<file path="config.mk">
export PLATFORM = sky130hd
export DESIGN_NAME = sobel_window
export DESIGN_NICKNAME = d
export VERILOG_FILES = /design/src/rtl/sobel_window.sv
export SDC_FILE = /design/constraint.sdc
export NUM_CORES = 1
export LEC_CHECK = 0
export ABC_AREA = 1
export ABC_CLOCK_PERIOD_IN_PS = 5400
export CAP_MARGIN = 20
export CORE_MARGIN = 2
export CORE_UTILIZATION = 40
export CTS_CLUSTER_DIAMETER = 200
export DETAILED_ROUTE_END_ITERATION = 10
export PLACE_DENSITY = 0.65
export SYNTH_ARGS = -nofsm -noshare
export SYNTH_HDL_FRONTEND = slang
export SYNTH_SLANG_ARGS = --single-unit
</file>
<file path="constraint.sdc">
create_clock -name clk -period 5.4 [get_ports clk]
set_input_delay 0.81 -clock clk [delete_from_list [all_inputs] [get_ports clk]]
set_output_delay 0.81 -clock clk [all_outputs]
set_load 0.03 [all_outputs]
</file>
<file path="src/rtl/sobel_window.sv">
// Read end of the 3-tap line buffer: builds a 3x3 window from the row taps and
// produces the saturated Sobel gradient magnitude through a 3-stage pipeline.
module sobel_window #(
    parameter int WIDTH    = 12,
    parameter int LINE_LEN = 640,
    parameter int SHIFT    = 2,
    parameter int THRESH   = 512
) (
    input  logic             clk,
    input  logic             rst,
    input  logic             enable,
    input  logic             iValid,
    input  logic             iEdge,
    input  logic [WIDTH-1:0] row_top,
    input  logic [WIDTH-1:0] row_mid,
    input  logic [WIDTH-1:0] row_bot,
    output logic [WIDTH-1:0] oData,
    output logic             oBin,
    output logic             oValid,
    output logic             oEdge
);

    localparam int COL_W = (LINE_LEN > 2) ? $clog2(LINE_LEN) : 2;
    localparam int GW    = WIDTH + 3;
    localparam int MW    = WIDTH + 4;
    localparam logic [MW-1:0] SAT = MW'((1 << WIDTH) - 1);

    // Index 0 holds the newest column, index 2 the oldest.
    logic [2:0][WIDTH-1:0] top_w;
    logic [2:0][WIDTH-1:0] mid_w;
    logic [2:0][WIDTH-1:0] bot_w;
    logic [COL_W-1:0]      col;
    logic                  v1;
    logic                  e1;
    logic                  v2;
    logic                  e2;
    logic signed [GW-1:0]  gx_r;
    logic signed [GW-1:0]  gy_r;
    logic signed [GW-1:0]  gx_next;
    logic signed [GW-1:0]  gy_next;
    logic [GW-1:0]         abs_gx;
    logic [GW-1:0]         abs_gy;
    logic [MW-1:0]         mag;
    logic [MW-1:0]         shifted;
    logic [WIDTH-1:0]      pix_next;
    logic                  col_border;
    logic                  col_last;

    assign col_border = (col == '0) || (col == COL_W'(1));
    assign col_last   = (col == COL_W'(LINE_LEN - 1));

    function automatic logic signed [GW-1:0] ext(input logic [WIDTH-1:0] p);
        return $signed({3'b000, p});
    endfunction

    always_comb begin
        gx_next = (ext(top_w[2]) + (ext(mid_w[2]) <<< 1) + ext(bot_w[2]))
                - (ext(top_w[0]) + (ext(mid_w[0]) <<< 1) + ext(bot_w[0]));
        gy_next = (ext(top_w[2]) + (ext(top_w[1]) <<< 1) + ext(top_w[0]))
                - (ext(bot_w[2]) + (ext(bot_w[1]) <<< 1) + ext(bot_w[0]));
    end

    // Border windows are forced to zero rather than saturated.
    always_comb begin
        abs_gx   = gx_r[GW-1] ? GW'(-gx_r) : GW'(gx_r);
        abs_gy   = gy_r[GW-1] ? GW'(-gy_r) : GW'(gy_r);
        mag      = {1'b0, abs_gx} + {1'b0, abs_gy};
        shifted  = mag >> SHIFT;
        pix_next = '0;
        if (!e2) begin
            pix_next = (shifted > SAT) ? '1 : shifted[WIDTH-1:0];
        end
    end

    always_ff @(posedge clk) begin
        if (rst) begin
            top_w  <= '0;
            mid_w  <= '0;
            bot_w  <= '0;
            col    <= '0;
            v1     <= 1'b0;
            e1     <= 1'b0;
            gx_r   <= '0;
            gy_r   <= '0;
            v2     <= 1'b0;
            e2     <= 1'b0;
            oData  <= '0;
            oBin   <= 1'b0;
            oValid <= 1'b0;
            oEdge  <= 1'b0;
        end else if (enable) begin
            top_w <= {top_w[1:0], row_top};
            mid_w <= {mid_w[1:0], row_mid};
            bot_w <= {bot_w[1:0], row_bot};
            if (iValid) begin
                col <= col_last ? '0 : col + COL_W'(1);
            end else begin
                col <= '0;
            end
            v1     <= iValid;
            e1     <= iEdge | col_border | !iValid;
            gx_r   <= gx_next;
            gy_r   <= gy_next;
            v2     <= v1;
            e2     <= e1;
            oData  <= pix_next;
            oBin   <= (pix_next >= WIDTH'(THRESH));
            oValid <= v2;
            oEdge  <= e2;
        end
    end

endmodule

</file>
==> metrics.txt, run 1 <==
DIE AREA ~28,000 sq um; net count reported at finish 1,547; cts bufs inserted 17; total track usage 0.173; Max Cap Violations 0; Die Wd ~170 um; Cells after Synth roughly 1,300; routed vias between 8,000 and 9,000; Post-synth EDFFs 0; I/O Buffers 55; final hold violation count 0; r2r startpoint bot_w[3]; cell area after synthesis between 10,000 and 15,000 sq um; CP Data Required Time about 5.7 ns; Util after Layout 0.463; Hold-fix buffers, CTS 0; HPWL after detailed placement about 17 mm; hold_sp oData[5]; htree depth 4; hold-critical path depth 2; vias in the first global route between 8,000 and 9,000; Final Routed Wirelength around 23 mm; Starting Density 0.409; CTS tree yes; top cells by area, synth dfxtp_1 (31%), fa_1 (18%), o21ai_0 (7.8%); Worst-Margin Slew about 0.93 ns; top cell type's share of synthesized area 0.313; synthesized area per cell between 8 and 9 sq um; kind of critical path reg -> reg; Sw Ratio 0.464; initial antenna violation count 0; GP Congestion a little under 0.9; Syn Nets 1,522; WL per Instance about 14 um; R2R Setup Slk ~1.8 ns; worst relative slew slack 0.381; clock sink count 167; net switching power about 0.0031 W; final setup violation count 0; first-pass GRT wire length between 30 and 40 mm; VDD IR max 0.000218 V; via-per-instance ratio around 4.9; dominant cell by count in the synthesized netlist inv_1; Clock power frac 0.194; Seq/Total Area, Yosys 0.313; met2 usage 0.283; Hold/Removal Path Class reg -> reg; logic gate share of total power 0.571; cell mode on critical path nand3_1; crit start category flop; GR Util met3 0.0262; Synth Warn # 0; post-synth top area cell dfxtp_1; minimum clock period 3.59 ns; antenna-violating nets left 0; deepest clock path buffer count 2; sequential power share 0.235; Worst Path Arrival 3.91 ns; Final Cycle Share 0.664; RSZ-0062 raised after global routing false; DRT iter0 DRCs ~450; GRT busiest layer met2; final worst clock skew about 0.020 ns; top post-synthesis cells by count inv_1 (213), dfxtp_1 (167), o21ai_0 (166); largest net degree at the start of global routing 104; outcome finished, violations left; CP endpoint kind flop; r2r endpoint gy_r[10]; grt ovf 0; Critical Path, Cell by Cell inv_1 -> fa_1 -> fa_1 -> fa_1 -> ha_1 -> nand3_1 -> nand2_1 -> a21boi_1 -> o21ai_0 -> nand3_1 -> nand3_1 -> nand3_1 -> nand2_1 -> inv_1; FF-to-FF path depth 14; Boundary Pins 56; # fillers about 2,600; slowest library cell on the worst path fa_1; internal power around 0.0035 W; power density over the cells about 550 nW/um^2; Pre-Repair DR Iteration Count 8; PostCTS Resize Cnt 0; ys async rst share 0; highest clock rate ~0.28 GHz; core box area roughly 26,000 sq um; clock latency on the worst-skew pair about 0.44 ns; # rows a little under 60; Hold EP oData[5]; layout cell share with drive strength beyond 1 0.0546; register clock-pin slew on the reported worst setup and hold paths 0.07 ns; DRC viols 5; Die Ht ~170 um; Slew Viols, Final 0; max incr delay on CP 0.52 ns; GR Util met1 0.243; Netlist cell types 47; Main synth FF type dfxtp_1; # Post-CTS Setup Buffers 0; multi-input logic area roughly 6300 sq um; violated checks design-rule violations; crit-path max FO 4; Leakage between 5 and 6 nW; Ant. Diodes 0; P&R area growth vs syn 13.1%; register area 3340 sq um; Tot Pwr between 0.006 and 0.007 W; Clk Tree Root Cell clkbuf_16; Fin Setup TNS 0 ns; flop and latch count out of synthesis ~170
## worst max path at each step
stage / end / start
6_report: gy_r[10] / bot_w[3]
5_1_grt: gx_r[13] / bot_w[2]
4_1_cts: gx_r[13] / bot_w[2]
3_5_place_dp: gx_r[13] / top_w[2]
3_3_place_gp: gx_r[13] / top_w[2]
2_1_floorplan: gy_r[13] / bot_w[2]
## through the flow
| step | worst slack, ns | instances | cell area (sq um) | hold WS, ns |
|---|---|---|---|---|
| 6_report | 1.81 | 1709 | 12100 | 0.465 |
| 3_3_place_gp | 1.84 | 1677 | 11500 | 0.453 |
| 5_1_grt | 1.54 | 1709 | 12100 | 0.492 |
| 4_1_cts | 1.80 | 1709 | 12100 | 0.466 |
| 2_1_floorplan | 2.05 | 1336 | 10700 | 0.441 |
| 3_5_place_dp | 1.81 | 1677 | 11500 | 0.456 |
## layout make-up
cell class / count / share of cell area
flip-flops and latches: 167 / 0.276
multi-input cells: 894 / 0.522
clock inverters: 13 / 0.0134
well taps: 335 / 0.0347
repair buffers: 60 / 0.0484
inverters: 221 / 0.0689
clock buffers: 19 / 0.0366
## power groups by stage
| stage | Sequential [W] | Combinational, W | Clock [W] |
|---|---|---|---|
| 2_1_floorplan | 0.00161 | 0.00279 | 0 |
| 3_3_place_gp | 0.00157 | 0.00373 | 0 |
| 6_report | 0.00155 | 0.00377 | 0.00128 |
| 3_5_place_dp | 0.00158 | 0.00376 | 0 |
| 5_1_grt | 0.00158 | 0.00429 | 0.00135 |
| 4_1_cts | 0.00155 | 0.00379 | 0.00130 |
## layer usage
| layer | wire length (um) | vias to the layer above |
|---|---|---|
| li1 | - | 4336 |
| met1 | 11600 | 3933 |
| met2 | 10700 | 123 |
| met3 | 724 | 13 |
| met4 | 190 | 0 |
| met5 | 0 | - |
## registers in the layout, indices dropped and copies added (netlist names), 10 cells and up
signal  count
gx_r       15
gy_r       15
oData      12
mid_w      36
col        10
bot_w      36
top_w      36
## logic make-up (layout without fill, tap and decap cells)
kind of cell / Yosys count / after routing / synth area share
compound gates: 371 / 371 / 0.184
simple gates: 333 / 333 / 0.133
buf+inv: 275 / 313 / 0.0977
flops: 167 / 167 / 0.313
fa+ha+maj: 145 / 145 / 0.236
xor+xnor: 45 / 45 / 0.0369
## worst max-delay path, delay by kind of cell (launching register included)
family | cells | cell delay, ns
adder cells (fa/ha/maj) | 4 | 1.89
AND/OR/NAND/NOR | 6 | 0.74
AO/OA/AOI/OAI | 2 | 0.41
flip-flops | 1 | 0.31
buffers and inverters | 2 | 0.13
## layout by cell type, fill, tap and decap left out, types with 11 or more instances in the layout
cell | Yosys | routed
o21ai_1 | 11 | 11
xnor2_1 | 11 | 11
nand3_1 | 33 | 33
clkbuf_16 | 0 | 17
a21oi_1 | 159 | 159
nand2_1 | 149 | 149
nor2_1 | 111 | 111
o21ai_0 | 166 | 166
dfxtp_1 | 167 | 167
fa_1 | 94 | 94
xor2_1 | 34 | 34
inv_1 | 213 | 213
nor3_1 | 13 | 13
clkdlybuf4s50_1 | 0 | 54
ha_1 | 51 | 51
No activity file was read; power rests on OpenSTA's default activity.
==> inputs of run 2 (changes only) <==
--- a/config.mk
+++ b/config.mk
@@ -6,7 +6,7 @@
 export NUM_CORES = 1
 export LEC_CHECK = 0
 export ABC_AREA = 1
-export ABC_CLOCK_PERIOD_IN_PS = 5400
+export ABC_CLOCK_PERIOD_IN_PS = 3600
 export CAP_MARGIN = 20
 export CORE_MARGIN = 2
 export CORE_UTILIZATION = 40
==> constraint.sdc (replaced) <==
create_clock -name clk -period 3.6 [get_ports clk]
set_input_delay 0.54 -clock clk [delete_from_list [all_inputs] [get_ports clk]]
set_output_delay 0.54 -clock clk [all_outputs]
set_load 0.03 [all_outputs]
==> run 2 against run 1 <==
- the run still ends with design-rule violations left
- count of clock-buffer cells in the layout is 1 lower
- global-route usage grew 0.11 points
- cell area grew 1.4%
- critical endpoint is now gx_r[10]
==> metrics.txt, run 2 (synthesized netlist as in run 1, its figures left out) <==
outcome finished, violations left; violated checks design-rule violations; Max Cap Violations 0 (unchanged); I/O Buffers 55 (unchanged); DP Area 11,600 sq um (+0.98%); grt ovf 0 (unchanged); power density over the cells 821 nW/um^2 (+50%); final setup violation count 0 (unchanged); DRT iter0 DRCs 388 (-14%); WL per Instance 13.9 um (+2.2%); kind of critical path reg -> reg; CP endpoint kind flop; Ant. Diodes 0 (unchanged); Pre-Repair DR Iteration Count 8 (unchanged); layout cell share with drive strength beyond 1 0.0787 (+0.0241); first-pass GRT wire length 40.2 mm (+0.80%); Die Wd 168 um (unchanged); final worst clock skew 0.0178 ns (-0.00178 ns); antenna-violating nets left 0 (unchanged); core box area 26,100 sq um (unchanged); final hold violation count 0 (unchanged); Boundary Pins 56 (unchanged); biggest regs bot_w (36), mid_w (36), top_w (36); CTS tree yes; minimum clock period 3.50 ns (-0.0858 ns); Clk Tree Root Cell clkbuf_16; total track usage 0.174 (+0.00110); Critical Path, Cell by Cell inv_1 -> buf_4 -> fa_1 -> fa_1 -> fa_1 -> ha_1 -> nand2_1 -> inv_1 -> a21boi_2 -> o21ai_1 -> nand3_1 -> nand3_1 -> nand3_1 -> nand2_1 -> inv_1; Fin Setup TNS 0 ns (unchanged); CP Data Required Time 3.92 ns (-1.81 ns); largest net degree at the start of global routing 120 (+15%); worst relative slew slack 0.536 (+0.155); post-layout instance area 12,300 sq um (+1.4%); Slew Viols, Final 0 (unchanged); # rows 59 (unchanged); initial antenna violation count 0 (unchanged); Starting Density 0.409 (unchanged); DIE AREA 28,100 sq um (unchanged); VDD IR max 0.000352 V (+61%); commonest non-fill, non-tap cell in the layout inv_1; htree depth 4 (unchanged); via-per-instance ratio 4.92 (about the same); commonest cells after routing, fill and taps aside inv_1 (209), dfxtp_1 (166), o21ai_0 (161), a21oi_1 (153), nand2_1 (146); deepest clock path buffer count 2 (unchanged); clock latency on the worst-skew pair 0.44 ns (about the same); GP Congestion 0.877 (-0.14%); vias in the first global route 8,479 (+2.6%); Worst-Margin Slew 0.697 ns (-0.232 ns); fin worst setup slack 0.101 ns (-1.71 ns); highest clock rate 0.286 GHz (+2.5%); Hold/Removal Path Class reg -> reg; Final Cycle Share 0.972 (+0.308); net count reported at finish 1,558 (+0.71%); cts bufs inserted 17 (unchanged); Util after Layout 0.469 (+0.00661); register clock-pin slew on the reported worst setup and hold paths 0.07 ns (about the same); routed vias 8,465 (+0.71%); slowest library cell on the worst path fa_1; max incr delay on CP 0.53 ns (about the same); Hold-fix buffers, CTS 0 (unchanged); crit start category flop; DRC viols 5 (unchanged); P&R area growth vs syn 14.7%; hold_ws 0.466 ns (+0.00127 ns); Leakage 5.38 nW (+0.87%); HPWL after detailed placement 17.8 mm (+2.5%); Final Routed Wirelength 23.9 mm (+2.9%); Die Ht 168 um (unchanged); worst slack at placement -0.0455 ns (-1.86 ns); Worst Path Arrival 3.82 ns (-0.09 ns); clock sink count 167 (unchanged); # fillers 2,562 (+0.16%); crit-path max FO 4 (unchanged)
==> run 2: cell count changes in the layout (fill, tap and decap cells not counted), moves of 4 or more <==
| cell | before | now |
|---|---|---|
| buf_4 | 6 | 14 |
| a21oi_1 | 159 | 153 |
| a21oi_2 | 3 | 9 |
| o21ai_0 | 166 | 161 |
| inv_1 | 213 | 209 |
| inv_2 | 6 | 10 |
| inv_8 | 1 | 5 |
==> run 2: timing repair <==
| item | in CTS | in global routing |
|---|---|---|
| pin swaps | 0 | 5 |
| buffers inserted | 0 | 1 |
| setup endpoints to repair | 2 | 14 |
| resized for setup | 2 | 27 |
| cloned | 0 | 0 |
==> run 2: path summary, 6_finish.rpt <==
| kind | start | endpoint | slack [ns] | cells after the start |
|---|---|---|---|---|
| hold reg to reg | oData[6] | oData[6] | 0.47 | 2 |
| setup reg to reg | bot_w[4] | gx_r[10] | 0.10 | 15 |
| setup / recovery | bot_w[4] | gx_r[10] | 0.10 | 15 |
| hold / removal | oData[6] | oData[6] | 0.47 | 2 |
==> run 2: area by class of cell <==
class	instances	area (sq um)	share of cell area
timing repair buffer	71	706	0.0575
clock buffer	18	429	0.0350
clock inverter	14	135	0.0110
tap	335	419	0.0342
sequential	167	3340	0.273
inverter	221	833	0.0679
multi-input combinational	894	6400	0.522
==> run 2: through the flow <==
stage	instances	power (W)
floorplan	1336	0.00659
global route	1720	0.0110
global placement	1687	0.00801
CTS	1719	0.00989
detailed placement	1687	0.00806
finish	1720	0.0101
==> run 2: critical path, delay by kind of cell (launching register included) <==
kind	cells	cell delay [ns]
and+or+nand+nor	5	0.58
buffers and inverters	4	0.34
DFF	1	0.30
adders and majority gates	4	1.89
AOI/OAI and AO/OA	2	0.30
==> run 2: routing by layer <==
| layer | up-vias | global-route usage | routed length [um] |
|---|---|---|---|
| met5 | - | 0 | 0 |
| met4 | 0 | 0.0378 | 298 |
| met3 | 23 | 0.0274 | 716 |
| met2 | 114 | 0.292 | 11000 |
| met1 | 3967 | 0.239 | 11900 |
| li1 | 4361 | - | - |
==> run 2: power by group <==
group	total, W	internal (W)	switching [W]
logic	0.00594	0.00231	0.00363
clock network	0.00180	0.000919	0.000877
registers	0.00233	0.00212	0.000216
total	0.0101	0.00535	0.00472
